### config.mk
export PLATFORM = sky130hd
export DESIGN_NAME = data_mem_controller
export DESIGN_NICKNAME = d
export VERILOG_FILES = /design/src/rtl/mem_ctrl_pkg.sv /design/src/rtl/mem_wait_counter.sv /design/src/rtl/data_mem_controller.sv
export SDC_FILE = /design/constraint.sdc
export NUM_CORES = 1
export LEC_CHECK = 0
export CORE_MARGIN = 1.5
export CORE_UTILIZATION = 39
export DETAILED_ROUTE_END_ITERATION = 10
export PLACE_DENSITY = 0.72
export SYNTH_ARGS = -nofsm -noshare
export SYNTH_HDL_FRONTEND = slang
export SYNTH_HIERARCHICAL = 1
export SYNTH_SLANG_ARGS = --single-unit
### constraint.sdc
create_clock -name clk -period 6.8 [get_ports clk]
set_input_delay 1.36 -clock clk [delete_from_list [all_inputs] [get_ports clk]]
set_output_delay 1.36 -clock clk [all_outputs]
set_load 0.02 [all_outputs]
### src/rtl/mem_ctrl_pkg.sv
// Purpose: shared types and constants for the data memory controller.
// Latency: n/a (declarations only).
// Backpressure: n/a.
package mem_ctrl_pkg;

    typedef enum logic [1:0] {
        IDLE = 2'd0,
        BUSY = 2'd1,
        DONE = 2'd2
    } state_t;

    // Value returned to the core when the memory never answers.
    localparam logic [31:0] TIMEOUT_FILL    = 32'hDEAD_BEEF;
    // Byte-offset bits that must be zero for a word access.
    localparam logic [1:0]  WORD_ALIGN_MASK = 2'b11;

    localparam int DEFAULT_ADDR_WIDTH = 32;
    localparam int DEFAULT_DATA_WIDTH = 32;

    function automatic logic is_misaligned(input logic [1:0] byte_off);
        return |(byte_off & WORD_ALIGN_MASK);
    endfunction

endpackage

### src/rtl/mem_wait_counter.sv
// Purpose: 8-bit wait counter bounding how long a memory access may stay outstanding.
// Latency: count updates one cycle after enable; tc_o is combinational from the count.
// Backpressure: none; clr_i has priority over en_i.
// Ports: clk, rst_n, clr_i (zero the count), en_i (advance), tc_o (count == TERMINAL).
module mem_wait_counter #(
    parameter logic [7:0] TERMINAL = 8'd63
) (
    input  logic clk,
    input  logic rst_n,
    input  logic clr_i,
    input  logic en_i,
    output logic tc_o
);

    logic [7:0] cnt_q;
    logic [7:0] cnt_d;

    always_comb begin
        cnt_d = cnt_q;
        if (clr_i) begin
            cnt_d = 8'd0;
        end else if (en_i && !tc_o) begin
            // Hold at terminal count; the owner leaves the wait state there anyway.
            cnt_d = cnt_q + 8'd1;
        end
    end

    always_ff @(posedge clk or negedge rst_n) begin
        if (!rst_n) begin
            cnt_q <= 8'd0;
        end else begin
            cnt_q <= cnt_d;
        end
    end

    assign tc_o = (cnt_q == TERMINAL);

endmodule

### src/rtl/data_mem_controller.sv
// Purpose: bridges single-cycle core load/store strobes to a req/ack data memory, stalling the core meanwhile.
// Latency: aligned access 3+ cycles (IDLE->BUSY->DONE), misaligned 2 cycles, timeout TIMEOUT_CYCLES+2 cycles.
// Backpressure: Stall holds the core from the request cycle until DONE; mem_req is held until mem_ack or timeout.
// Ports: core side MemRead/MemWrite/Addr/WriteData in, ReadData/Stall/MemErr out;
//        memory side mem_req/mem_we/mem_addr/mem_wdata out, mem_ack/mem_rdata in.
module data_mem_controller
    import mem_ctrl_pkg::*;
#(
    parameter int ADDR_WIDTH     = DEFAULT_ADDR_WIDTH,
    parameter int DATA_WIDTH     = DEFAULT_DATA_WIDTH,
    parameter int TIMEOUT_CYCLES = 64
) (
    input  logic                  clk,
    input  logic                  rst_n,
    input  logic                  MemRead,
    input  logic                  MemWrite,
    input  logic [ADDR_WIDTH-1:0] Addr,
    input  logic [DATA_WIDTH-1:0] WriteData,
    output logic [DATA_WIDTH-1:0] ReadData,
    output logic                  Stall,
    output logic                  MemErr,
    output logic                  mem_req,
    output logic                  mem_we,
    output logic [ADDR_WIDTH-1:0] mem_addr,
    output logic [DATA_WIDTH-1:0] mem_wdata,
    input  logic                  mem_ack,
    input  logic [DATA_WIDTH-1:0] mem_rdata
);

    state_t                state_q;
    logic                  mem_req_q;
    logic                  mem_we_q;
    logic [ADDR_WIDTH-1:0] mem_addr_q;
    logic [DATA_WIDTH-1:0] mem_wdata_q;
    logic [DATA_WIDTH-1:0] read_data_q;
    logic                  mem_err_q;

    logic access_req;
    logic wait_tc;

    assign access_req = MemRead || MemWrite;

    // Count only cycles spent waiting without an ack; any other state rearms it.
    mem_wait_counter #(
        .TERMINAL (8'(TIMEOUT_CYCLES - 1))
    ) u_wait_cnt (
        .clk   (clk),
        .rst_n (rst_n),
        .clr_i (state_q != BUSY),
        .en_i  ((state_q == BUSY) && !mem_ack),
        .tc_o  (wait_tc)
    );

    always_ff @(posedge clk or negedge rst_n) begin
        if (!rst_n) begin
            state_q     <= IDLE;
            mem_req_q   <= 1'b0;
            mem_we_q    <= 1'b0;
            mem_addr_q  <= '0;
            mem_wdata_q <= '0;
            read_data_q <= '0;
            mem_err_q   <= 1'b0;
        end else begin
            // Error flag is a pulse: only the transition into DONE can raise it.
            mem_err_q <= 1'b0;
            case (state_q)
                IDLE: begin
                    if (access_req) begin
                        if (is_misaligned(Addr[1:0])) begin
                            mem_err_q   <= 1'b1;
                            read_data_q <= '0;
                            state_q     <= DONE;
                        end else begin
                            // Both strobes high resolves to a write via MemWrite.
                            mem_req_q   <= 1'b1;
                            mem_we_q    <= MemWrite;
                            mem_addr_q  <= {Addr[ADDR_WIDTH-1:2], 2'b00};
                            mem_wdata_q <= WriteData;
                            state_q     <= BUSY;
                        end
                    end
                end
                BUSY: begin
                    if (mem_ack) begin
                        mem_req_q <= 1'b0;
                        if (!mem_we_q) begin
                            read_data_q <= mem_rdata;
                        end
                        state_q <= DONE;
                    end else if (wait_tc) begin
                        mem_req_q   <= 1'b0;
                        mem_err_q   <= 1'b1;
                        read_data_q <= DATA_WIDTH'(TIMEOUT_FILL);
                        state_q     <= DONE;
                    end
                end
                DONE: begin
                    state_q <= IDLE;
                end
                default: begin
                    state_q <= IDLE;
                end
            endcase
        end
    end

    // Combinational so the core freezes in the very cycle the request appears.
    assign Stall     = ((state_q == IDLE) && access_req) || (state_q == BUSY);
    assign ReadData  = read_data_q;
    assign MemErr    = mem_err_q;
    assign mem_req   = mem_req_q;
    assign mem_we    = mem_we_q;
    assign mem_addr  = mem_addr_q;
    assign mem_wdata = mem_wdata_q;

endmodule
==> results.toml <==
[status]
run_status = "finished clean"

[yosys]
yosysMostFrequentCell = "nand2_1"
postSynthCellCount = 472
avgSynthCellArea_um2 = 9.62
synth_seq_cells = 107
yosysWarnings = 6
synth_top_area_share_pct = 59.0
synth_top_area_cell = "dfrtp_1"
yosys-top-cells-count = "189 x nand2_1, 107 x dfrtp_1, 28 x inv_1, 26 x o21ai_0, 25 x mux2i_1"
synth_area_leaders = "dfrtp_1 59%, nand2_1 16%, mux2i_1 5.5%, o21ai_0 2.9%, mux2_4 2.6%"
synth_cell_types = 42
synthFlopType = "dfrtp_1"
seq_area_frac_synth_pct = 59.0
synthArstFlopShare_pct = 100
synth_area_um2 = 4540
synth-edff-count = 0

[floorplan]
design.core.area_um2 = 11400
die_area_um2 = 12300
top_level_ports = 201
die_w_um = 111
die_h_um = 111
rows = 39
initial_core_util_pct = 39.9

[route]
dr.first_iter.drc_count = 230
drc = 0
drt-wirelength-per-cell_um = 14.0
antenna_left = 0
vias_per_cell = 4.69
vias = 3779
firstDrtPassIters = 4
routed_wl_um = 11300

[clocking]
cts_buffer_depth = 2
cts_resized = 0
clk_transition_reported_paths_ns = 0.07
cts-htree-levels = 3
cts_inserted_buffers = 9
cts-root-buf = "clkbuf_16"
clk_latency_ns = 0.34
clock-sinks = 107
cts-hold-fix-buffers = 0
cts_setup_buffers = 0
tritoncts = "done"

[critical_path]
crit_fanout = 4
crit_slowest_cell = "clkdlybuf4s50_1"
cp-start-kind = "input port"
crit_arrival_ns = 2.79
path_class = "in2out"
slowest_delay_ns = 0.55
crit_chain = "clkdlybuf4s50_1 > nor3_1 > nor2_1 > clkdlybuf4s50_1"
cp-end-kind = "output pin"
crit_required_ns = 5.44
cp-startpoint = "MemWrite"
r2r_start = "state_q[0]"
cpMostUsedCell = "clkdlybuf4s50_1"

[pwr]
powerDensity_nw_per_um2 = 339
power.leakage_nw = 3.31
max-vdd-ir-drop_mv = 0.170

[finish]
area.growth.synth_to_final_pct = 52.5
fin_util_pct = 60.9
final_layout_size_suffix_gt1_share_pct = 6.03
n_antenna_cell = 0
fin_nets = 760

[timing]
period_needed_ns = 4.15
finalHoldViolCount = 0
setup_tns_ns = 0
tightestPinTransition_ns = 1.03
grt_setup_unrepaired = "no"
setup-violations-final = 0
slew_violations = 0
final_min_period_over_clock_period_pct = 61.1
relSlewSlack_pct = 30.8
fin_worst_skew_ns = 0.00626
fmax_mhz = 241

[grt]
grt_usage_pct = 18.4
grt_pass1_vias = 3787
grt_pass1_wl_um = 18600
antenna_found_initial = 0
grt_overflow = 0
grt_max_degree = 65

[placed_design]
routabilityCongestion = 0.789
dp_hpwl_um = 8010
port_buffers = 198

[flow_run]
drv_cap = 0

[worst_hold_path]
hold_path_class = "reg2reg"
min-delay-start = "mem_addr[15]"
layout make-up:
cell class / count / area (µm²)
clock inverters: 6 / 70.1
flip-flops and latches: 107 / 2680
clock buffers: 10 / 239
multi-input cells: 311 / 1650
inverters: 28 / 105
fillers: 971 / 4450
well taps: 143 / 179
repair buffers: 201 / 2000
stage by stage:
step,setup WS [ns],power (W),cell area [µm²],instances,hold slack [ns]
6_report,2.65,0.00235,6920,806,0.475
5_1_grt,2.57,0.00247,6920,806,0.496
4_1_cts,2.67,0.00237,6920,806,0.479
3_5_place_dp,2.68,0.00183,6620,790,0.461
3_3_place_gp,2.70,0.00181,6620,790,0.456
2_1_floorplan,3.74,0.00134,4550,473,0.502
path summary, 6_finish.rpt:
path	to	slack (ns)	depth (start not counted)
max	Stall	2.65	4
min	mem_addr[15]	0.47	2
max reg2reg	u_wait_cnt/cnt_q[5]	3.62	6
min reg2reg	mem_addr[15]	0.47	2
max in group asynchronous	ReadData[17]	4.62	2
min in group asynchronous	ReadData[18]	1.03	1
registers in the layout, summed over array words and instances (netlist names):
register	cells
mem_wdata	32
MemErr	1
state_q	2
mem_addr	30
u_wait_cnt/cnt_q	8
ReadData	32
mem_we	1
mem_req	1
critical path, delay by kind of cell:
kind	cells	cell delay, ns
buffers and inverters	2	1.05
AND/OR/NAND/NOR	2	0.38
cell families after synthesis:
logic type	after synthesis	share of synthesized area, %
multiplexers	35	8.65
adder cells (fa/ha/maj)	1	0.275
buffers and inverters	55	5.26
AO/OA/AOI/OAI	42	5.62
other	1	0.0826
flip-flops	107	59.0
AND/OR/NAND/NOR	231	21.2
placed cells by master (no fill, tap or decap), types with 2 or more instances in the layout:
master,count
nand2_1,189
and3_1,8
mux2_4,8
mux2_2,2
o21ai_0,26
conb_1,2
inv_6,3
clkbuf_16,9
buf_4,4
clkdlybuf4s50_1,197
nor2_1,11
dfrtp_1,107
a21oi_1,4
mux2i_1,25
nor3_1,6
inv_1,28
nand2b_1,2
nor2b_1,2
where the power goes:
group          internal [W]  switching [W]  total (W)
Sequential         0.000808      0.0000971   0.000906
Clock              0.000300       0.000238   0.000538
Combinational      0.000438       0.000464   0.000903
Total               0.00155       0.000799    0.00235
per-layer routing:
metal / wire (µm) / vias up / track usage (%) / share of wire, %
met1: 5140 / 1766 / 24.2 / 46
met2: 5260 / 138 / 30.5 / 47
met5: 0 / - / 0 / 0
met4: 43 / 0 / 2.82 / 0.38
li1: - / 1869 / - / -
met3: 815 / 6 / 5.74 / 7.2
Power figures use the tool's default switching activity.
